===== src/rtl/rv_trap_ctrl.sv =====
// rv_trap_ctrl: machine-mode trap sequencer.
// Accepts one exception, MRET or enabled interrupt while idle, flushes the
// pipeline, commits mepc/mcause/mtval and the mstatus MIE/MPIE bits, and then
// issues a single redirect to fetch. This block holds mstatus.MIE and MPIE.
// Optional feature macro: RV_TRAP_VECTORED_EN (vectored interrupt targets).
// When it is undefined, only direct mode exists and no offset adder is built.

module rv_trap_ctrl #(
   parameter int EXTENSION_C = 1
) (
   input  logic        i_clk,
   input  logic        i_reset,
   input  logic        i_exc_valid,
   input  logic [3:0]  i_exc_code,
   input  logic [31:1] i_exc_pc,
   input  logic [31:0] i_exc_tval,
   input  logic        i_mret,
   input  logic [2:0]  i_irq_pending,
   input  logic [2:0]  i_irq_enable,
   input  logic        i_boundary,
   input  logic [31:1] i_next_pc,
   input  logic [31:0] i_mtvec,
   input  logic [31:1] i_mepc,
   input  logic        i_mstatus_we,
   input  logic [31:0] i_mstatus_wdata,
   input  logic        i_pipe_empty,
   input  logic        i_fetch_ready,
   output logic        o_busy,
   output logic        o_flush,
   output logic        o_csr_wr,
   output logic [31:1] o_mepc,
   output logic [31:0] o_mcause,
   output logic [31:0] o_mtval,
   output logic        o_mie,
   output logic        o_mpie,
   output logic        o_redirect,
   output logic [31:1] o_redirect_pc
);

   localparam logic [1:0] IDLE     = 2'd0;
   localparam logic [1:0] DRAIN    = 2'd1;
   localparam logic [1:0] COMMIT   = 2'd2;
   localparam logic [1:0] REDIRECT = 2'd3;

   logic [1:0]  state;
   logic        mie;
   logic        mpie;
   logic        kind_ret;     // latched sequence kind: 1 = MRET, 0 = trap
   logic [31:1] trap_epc;
   logic [31:0] trap_cause;
   logic [31:0] trap_tval;
   logic [31:1] target_pc;

   logic [2:0]  irq_eligible;
   logic        accept;
   logic        accept_ret;
   logic [31:0] new_cause;
   logic [31:1] new_epc;
   logic [31:0] new_tval;
   logic [31:0] trap_addr;
   logic [31:1] next_target;
   logic        unused_bits;

   // Source arbitration: exception > MRET > external > soft > timer interrupt.
   always_comb begin
      // NOTE: every combinational output gets a default first so no path
      // leaves it unassigned, which would infer a latch.
      irq_eligible = i_irq_pending & i_irq_enable & {3{mie & i_boundary}};
      accept       = 1'b0;
      accept_ret   = 1'b0;
      new_cause    = '0;
      new_epc      = '0;
      new_tval     = '0;
      if (i_exc_valid) begin
         accept    = 1'b1;
         new_cause = {28'd0, i_exc_code};
         new_epc   = i_exc_pc;
         new_tval  = i_exc_tval;
      end else if (i_mret) begin
         accept     = 1'b1;
         accept_ret = 1'b1;
      end else if (irq_eligible[2]) begin
         accept    = 1'b1;
         new_cause = 32'h8000_000B;
         new_epc   = i_next_pc;
      end else if (irq_eligible[0]) begin
         accept    = 1'b1;
         new_cause = 32'h8000_0003;
         new_epc   = i_next_pc;
      end else if (irq_eligible[1]) begin
         accept    = 1'b1;
         new_cause = 32'h8000_0007;
         new_epc   = i_next_pc;
      end
   end

   // Redirect target, evaluated during COMMIT from the live mtvec/mepc inputs.
   always_comb begin
      trap_addr = {i_mtvec[31:2], 2'b00};
`ifdef RV_TRAP_VECTORED_EN
      // Only interrupts vector; the offset wraps modulo 2^32.
      if (trap_cause[31] && (i_mtvec[1:0] == 2'b01))
         trap_addr = {i_mtvec[31:2], 2'b00} + {26'd0, trap_cause[3:0], 2'b00};
`endif
      next_target = kind_ret ? i_mepc : trap_addr[31:1];
      // Without compressed support every target is word aligned.
      if (EXTENSION_C == 0)
         next_target[1] = 1'b0;
   end

   // Sequencer state, latched trap record and the mstatus MIE/MPIE bits.
   always_ff @(posedge i_clk) begin
      // NOTE: sequential state uses non-blocking assignments so every
      // register samples pre-edge values regardless of statement order.
      if (i_reset) begin
         state      <= IDLE;
         mie        <= 1'b0;
         mpie       <= 1'b0;
         kind_ret   <= 1'b0;
         trap_epc   <= '0;
         trap_cause <= '0;
         trap_tval  <= '0;
         target_pc  <= '0;
      end else begin
         case (state)
            IDLE: begin
               // Eligibility above already used the pre-write MIE.
               if (i_mstatus_we) begin
                  mie  <= i_mstatus_wdata[3];
                  mpie <= i_mstatus_wdata[7];
               end
               if (accept) begin
                  state    <= DRAIN;
                  kind_ret <= accept_ret;
                  if (!accept_ret) begin
                     trap_epc   <= new_epc;
                     trap_cause <= new_cause;
                     trap_tval  <= new_tval;
                  end
               end
            end
            DRAIN: begin
               if (i_pipe_empty)
                  state <= COMMIT;
            end
            COMMIT: begin
               target_pc <= next_target;
               if (kind_ret) begin
                  mie  <= mpie;
                  mpie <= 1'b1;
               end else begin
                  mpie <= mie;
                  mie  <= 1'b0;
               end
               state <= REDIRECT;
            end
            default: begin
               if (i_fetch_ready)
                  state <= IDLE;
            end
         endcase
      end
   end

   assign o_busy        = (state != IDLE);
   assign o_flush       = (state == DRAIN);
   assign o_csr_wr      = (state == COMMIT) && !kind_ret;
   assign o_mepc        = trap_epc;
   assign o_mcause      = trap_cause;
   assign o_mtval       = trap_tval;
   assign o_mie         = mie;
   assign o_mpie        = mpie;
   assign o_redirect    = (state == REDIRECT);
   assign o_redirect_pc = target_pc;

   // Input bits this block deliberately does not look at.
   assign unused_bits = ^{i_mstatus_wdata[31:8], i_mstatus_wdata[6:4],
                          i_mstatus_wdata[2:0], i_mtvec[1:0], trap_addr[0]};

endmodule


===== config.mk =====
export PLATFORM = sky130hd
export DESIGN_NAME = rv_trap_ctrl
export DESIGN_NICKNAME = d
export VERILOG_FILES = /design/src/rtl/rv_trap_ctrl.sv
export SDC_FILE = /design/constraint.sdc
export NUM_CORES = 1
export LEC_CHECK = 0
export ABC_AREA = 0
export CORE_AREA = 8 8 126 128
export CTS_BUF_LIST = sky130_fd_sc_hd__clkbuf_16
export DETAILED_ROUTE_END_ITERATION = 8
export DIE_AREA = 0 0 134 136
export PLACE_DENSITY = 0.77
export REMOVE_ABC_BUFFERS = 1
export SLEW_MARGIN = 0
export SYNTH_ARGS = -nofsm -noshare
export SYNTH_HDL_FRONTEND = slang
export SYNTH_SLANG_ARGS = --single-unit

===== constraint.sdc =====
create_clock -name i_clk -period 2.66 [get_ports i_clk]
set_input_delay 0.532 -clock i_clk [delete_from_list [all_inputs] [get_ports i_clk]]
set_output_delay 0.532 -clock i_clk [all_outputs]
set_load 0.05 [all_outputs]

# Word-level counts from Yosys, hierarchy flattened
# Cells that the tools add are included.
[classes] add_sub_neg=0 n_mul=0 div_mod_pow=0 n_lt_le_gt_ge=0 eq_ne=6 n_shift=0 mux=29 bitwise=4 n_reduce_logical=10
[op_table] cell="$mux 32" n=6
[op_table] cell="$mux 31" n=6
[op_table] cell="$mux 1" n=11
[op_table] cell="$and 3x3->3" n=2
[op_table] cell="$mux 2" n=3
[op_table] cell="$ne 2x2->1 const B" n=3
[op_table] cell="$pmux 2 s3" n=1
[op_table] cell="$reduce_and 3->1" n=2
[op_table] cell="$eq 2x2->1 const B" n=2
[op_table] cell="$pmux 1 s2" n=2
[op_table] cell="$reduce_and 2->1" n=2
[op_table] cell="$reduce_bool 2->1" n=2
[op_table] cell="$reduce_bool 4->1" n=1
[op_table] cell="$eq 2x1->1 const B" n=1
[op_table] cell="$logic_not 2->1" n=1
[op_table] cell="$and 1x1->1" n=1
[op_table] cell="$logic_and 1x1->1" n=1
[op_table] cell="$logic_not 1->1" n=1
[op_table] cell="$not 1->1" n=1
[word_totals] reg_bits=131 latchBits=0 ram_bits=0 mem_bits_ro=0 out_inout_bits=132 word_cells=57 memories=0

# Depth between registers and ports, before layout
[logic_depth] ltp_word=9 ltp_mapped=8 mapped_depth_nobuf=6

# Least setup slack after synthesis
# Ideal clock, no wire load.
[synth_timing] path_kind="register -> output" startpoint="register state[0]" endpoint="output port o_csr_wr" arrival_ps=1381 path_slack_ps=747 stages_incl_launch_ff=4 path_cell_list="dfxtp_1 > inv_1 > ha_1 > nor2b_1"
[synth_between] elab_chain_len=2
[synth_lines] element="start, declared" line_no="45" text="logic [1:0] state;"
[synth_lines] element="start signal, assigned" line_no="116" text="state <= IDLE;"
[synth_lines] element="start signal, assigned" line_no="133" text="state <= DRAIN;"
[synth_lines] element="start signal, assigned" line_no="144" text="state <= COMMIT;"
[synth_lines] element="$eq 2x2->1" line_no="167" text="assign o_csr_wr = (state == COMMIT) && !kind_ret;"
[synth_lines] element="$logic_and 1x1->1" line_no="167"
[synth_lines] element="end, declared" line_no="30" text="output logic o_csr_wr,"
# Every way passes these cells.

# Worst setup path in the final report
[layout_timing] startpoint="register state[1]" endpoint="output port o_flush"
[layout_between] elab_chain_len=1
[layout_lines] element="$eq 2x1->1" line_no="166" text="assign o_flush = (state == DRAIN);"
[layout_lines] element="end, declared" line_no="29" text="output logic o_flush,"
# Every way passes these cells.

==> reports/results.tsv <==
metric	value	unit
cts.sinks	104	
syn-cell-area	4320	um^2
nets	923	
vias	4380	
die_w	134	um
avgSynthCellArea	9.62	um^2
synth_cell_types	30	
path_clk_slew	70	ps
crit_fanout	4	
clk_latency	350	ps
yosysWarnings	0	
coreArea	14000	um^2
die_h	136	um
ys_seq_area_share	48.2	%
finalSetupTns	0	ps
dieArea	18200	um^2
fin_worst_skew	5.32	ps
rsz0062_at_grt	false	
worst_slack	320	ps
areaGrowthSynthToFinish	73.1	%
synthCells	449	
setup.worst_path.class	reg2out	
detail_route.wl_per_cell	17.4	um
nFillCells	1259	
grt_max_degree	69	
holdBufCountCts	0	
ant_nets	0	
setup-violations-final	0	
fin_crit_sh	88.0	%
grtUsageTotal	16.3	%
status	complete, no violations	
drc	0	
peakVddDrop	0.000544	V
h-tree-depth	3	
mostFrequentLayoutCells	276 x clkdlybuf4s50_1, 103 x dfxtp_1, 74 x nor2_1, 36 x nor3_1, 35 x a211oi_1	
arrival	1810	ps
pre_cts_ws	247	ps
vias_per_cell	4.86	
gp_congestion	0.774	
layout_commonest_cell	clkdlybuf4s50_1	
clock-root-buffer	clkbuf_16	
n_antenna_cell	0	
hold_viol	0	
postCtsSetupBuffers	0	
slew_violations	0	
fmax	0.427	GHz
clock_path_buffers	2	
drt-pass1-iter-count	6	
fin_cells	901	
p_per_area	969	nW/um^2
p_total	7250	uW
grt_busiest_layer	met2	
drt-initial-drc-count	211	
wl	15600	um
worstSetupStartpointType	flop	
maxSlewHeadroom	62.0	%
worst_slew_pin_slew	570	ps
endpoint_kind	output pin	
p_leak	0.00274	uW
min_path_type	reg2reg	
cts_buffers	9	
start_util	30.8	%
grt_util_met2	29.2	%
antenna_found_initial	0	
required	2130	ps
tritoncts	done	
drive_gt1_share	5.16	%
period_needed	2340	ps
ios	339	
cap_violations	0	
overflow	0	
multi_input_area	1930	um^2
grt_pass1_vias	4545	
grt_pass1_wl	23800	um
hpwl	12400	um
gr-usage-met3	5.58	%
use_met1	17.8	%
ys_seq_elements	104	
regArea	2080	um^2
port-buffer-count	279	
rows	44	
placed_cells	885	
cts_resized	0	
[cells in the mapped netlist]
master	number	share of area (%)
a311oi_1	1	0.20
buf_2	7	0.81
a21oi_1	3	0.35
buf_1	2	0.17
buf_6	3	0.78
o21a_1	1	0.17
nand3b_1	1	0.17
clkbuf_1	24	2.1
nor3_1	37	4.3
a221oi_1	32	6.5
dfxtp_1	104	48
nor2_1	75	6.5
a31oi_1	1	0.14
conb_1	1	0.087
a222oi_1	1	0.23
ha_1	4	1.2
nor2_4	1	0.26
nand2_1	5	0.43
nand3_1	1	0.12
buf_4	30	5.2
inv_1	6	0.52
nand2b_1	3	0.43
nor2b_1	2	0.29
o21ai_2	1	0.20
a211oi_1	35	6.1
nand4b_1	1	0.20
a22o_1	32	6.5
nor4_1	2	0.29
o31ai_1	1	0.17
mux2i_1	32	7.4
[metal layers]
layer	routed length [um]	share of wire (%)
met1	6110	39
met2	8050	51
met3	1270	8.1
met4	207	1.3
met5	0	0
[where the power goes]
group          total, uW  switching (uW)  internal, uW  leakage [uW]
Combinational       3760            2410          1350       0.00174
Sequential          2140             208          1940      0.000854
Clock               1340             603           741      0.000147
[flip-flops by register name, indices dropped and copies added, names as in the netlist]
register,count
o_mtval,32
kind_ret,1
state,2
o_redirect_pc,31
o_mie,1
o_mcause,5
o_mpie,1
o_mepc,31
[final timing paths]
kind | startpoint | to | slack (ps) | cells past startpoint
worst max-delay path | state[1]$_SDFFE_PP0P_ | o_flush | 320 | 3
worst min-delay path | o_mtval[11]$_SDFFE_PP0P_ | o_mtval[11]$_SDFFE_PP0P_ | 480 | 1
worst max register to register | state[0]$_SDFFE_PP0P_ | o_mepc[24]$_SDFFE_PP0P_ | 700 | 7
worst min register to register | o_mtval[11]$_SDFFE_PP0P_ | o_mtval[11]$_SDFFE_PP0P_ | 480 | 1
[cells by family after synthesis]
| logic type | share of synthesized area [%] |
|---|---|
| AOI/OAI and AO/OA | 20.5 |
| adders and majority gates | 1.16 |
| buffers and inverters | 9.59 |
| DFF | 48.2 |
| muxes | 7.42 |
| other | 0.0868 |
| and+or+nand+nor | 13.0 |
[through the flow]
| stage | utilization [%] | hold slack [ps] | area, um^2 |
|---|---|---|---|
| 4_1_cts | 53.3 | 479 | 7480 |
| 3_3_place_gp | 51.1 | 455 | 7170 |
| 6_report | 53.3 | 475 | 7480 |
| 5_1_grt | 53.3 | 498 | 7480 |
| 3_5_place_dp | 51.1 | 455 | 7170 |
| 2_1_floorplan | - | 484 | 4030 |
[cell type report]
type                    instances  area share [%]
clock buffers                   9            3.01
clock inverters                 7            1.07
inverters                       6           0.301
multi-input cells             299            25.8
flip-flops and latches        104            27.9
well taps                     184            3.08
repair buffers                292            38.9
[worst max-delay path: stages, from the launching register on]
cell,delay (ps)
dfxtp_1,350
inv_1,100
ha_1,190
clkdlybuf4s50_1,830
No activity file was read; power rests on OpenSTA's default activity.
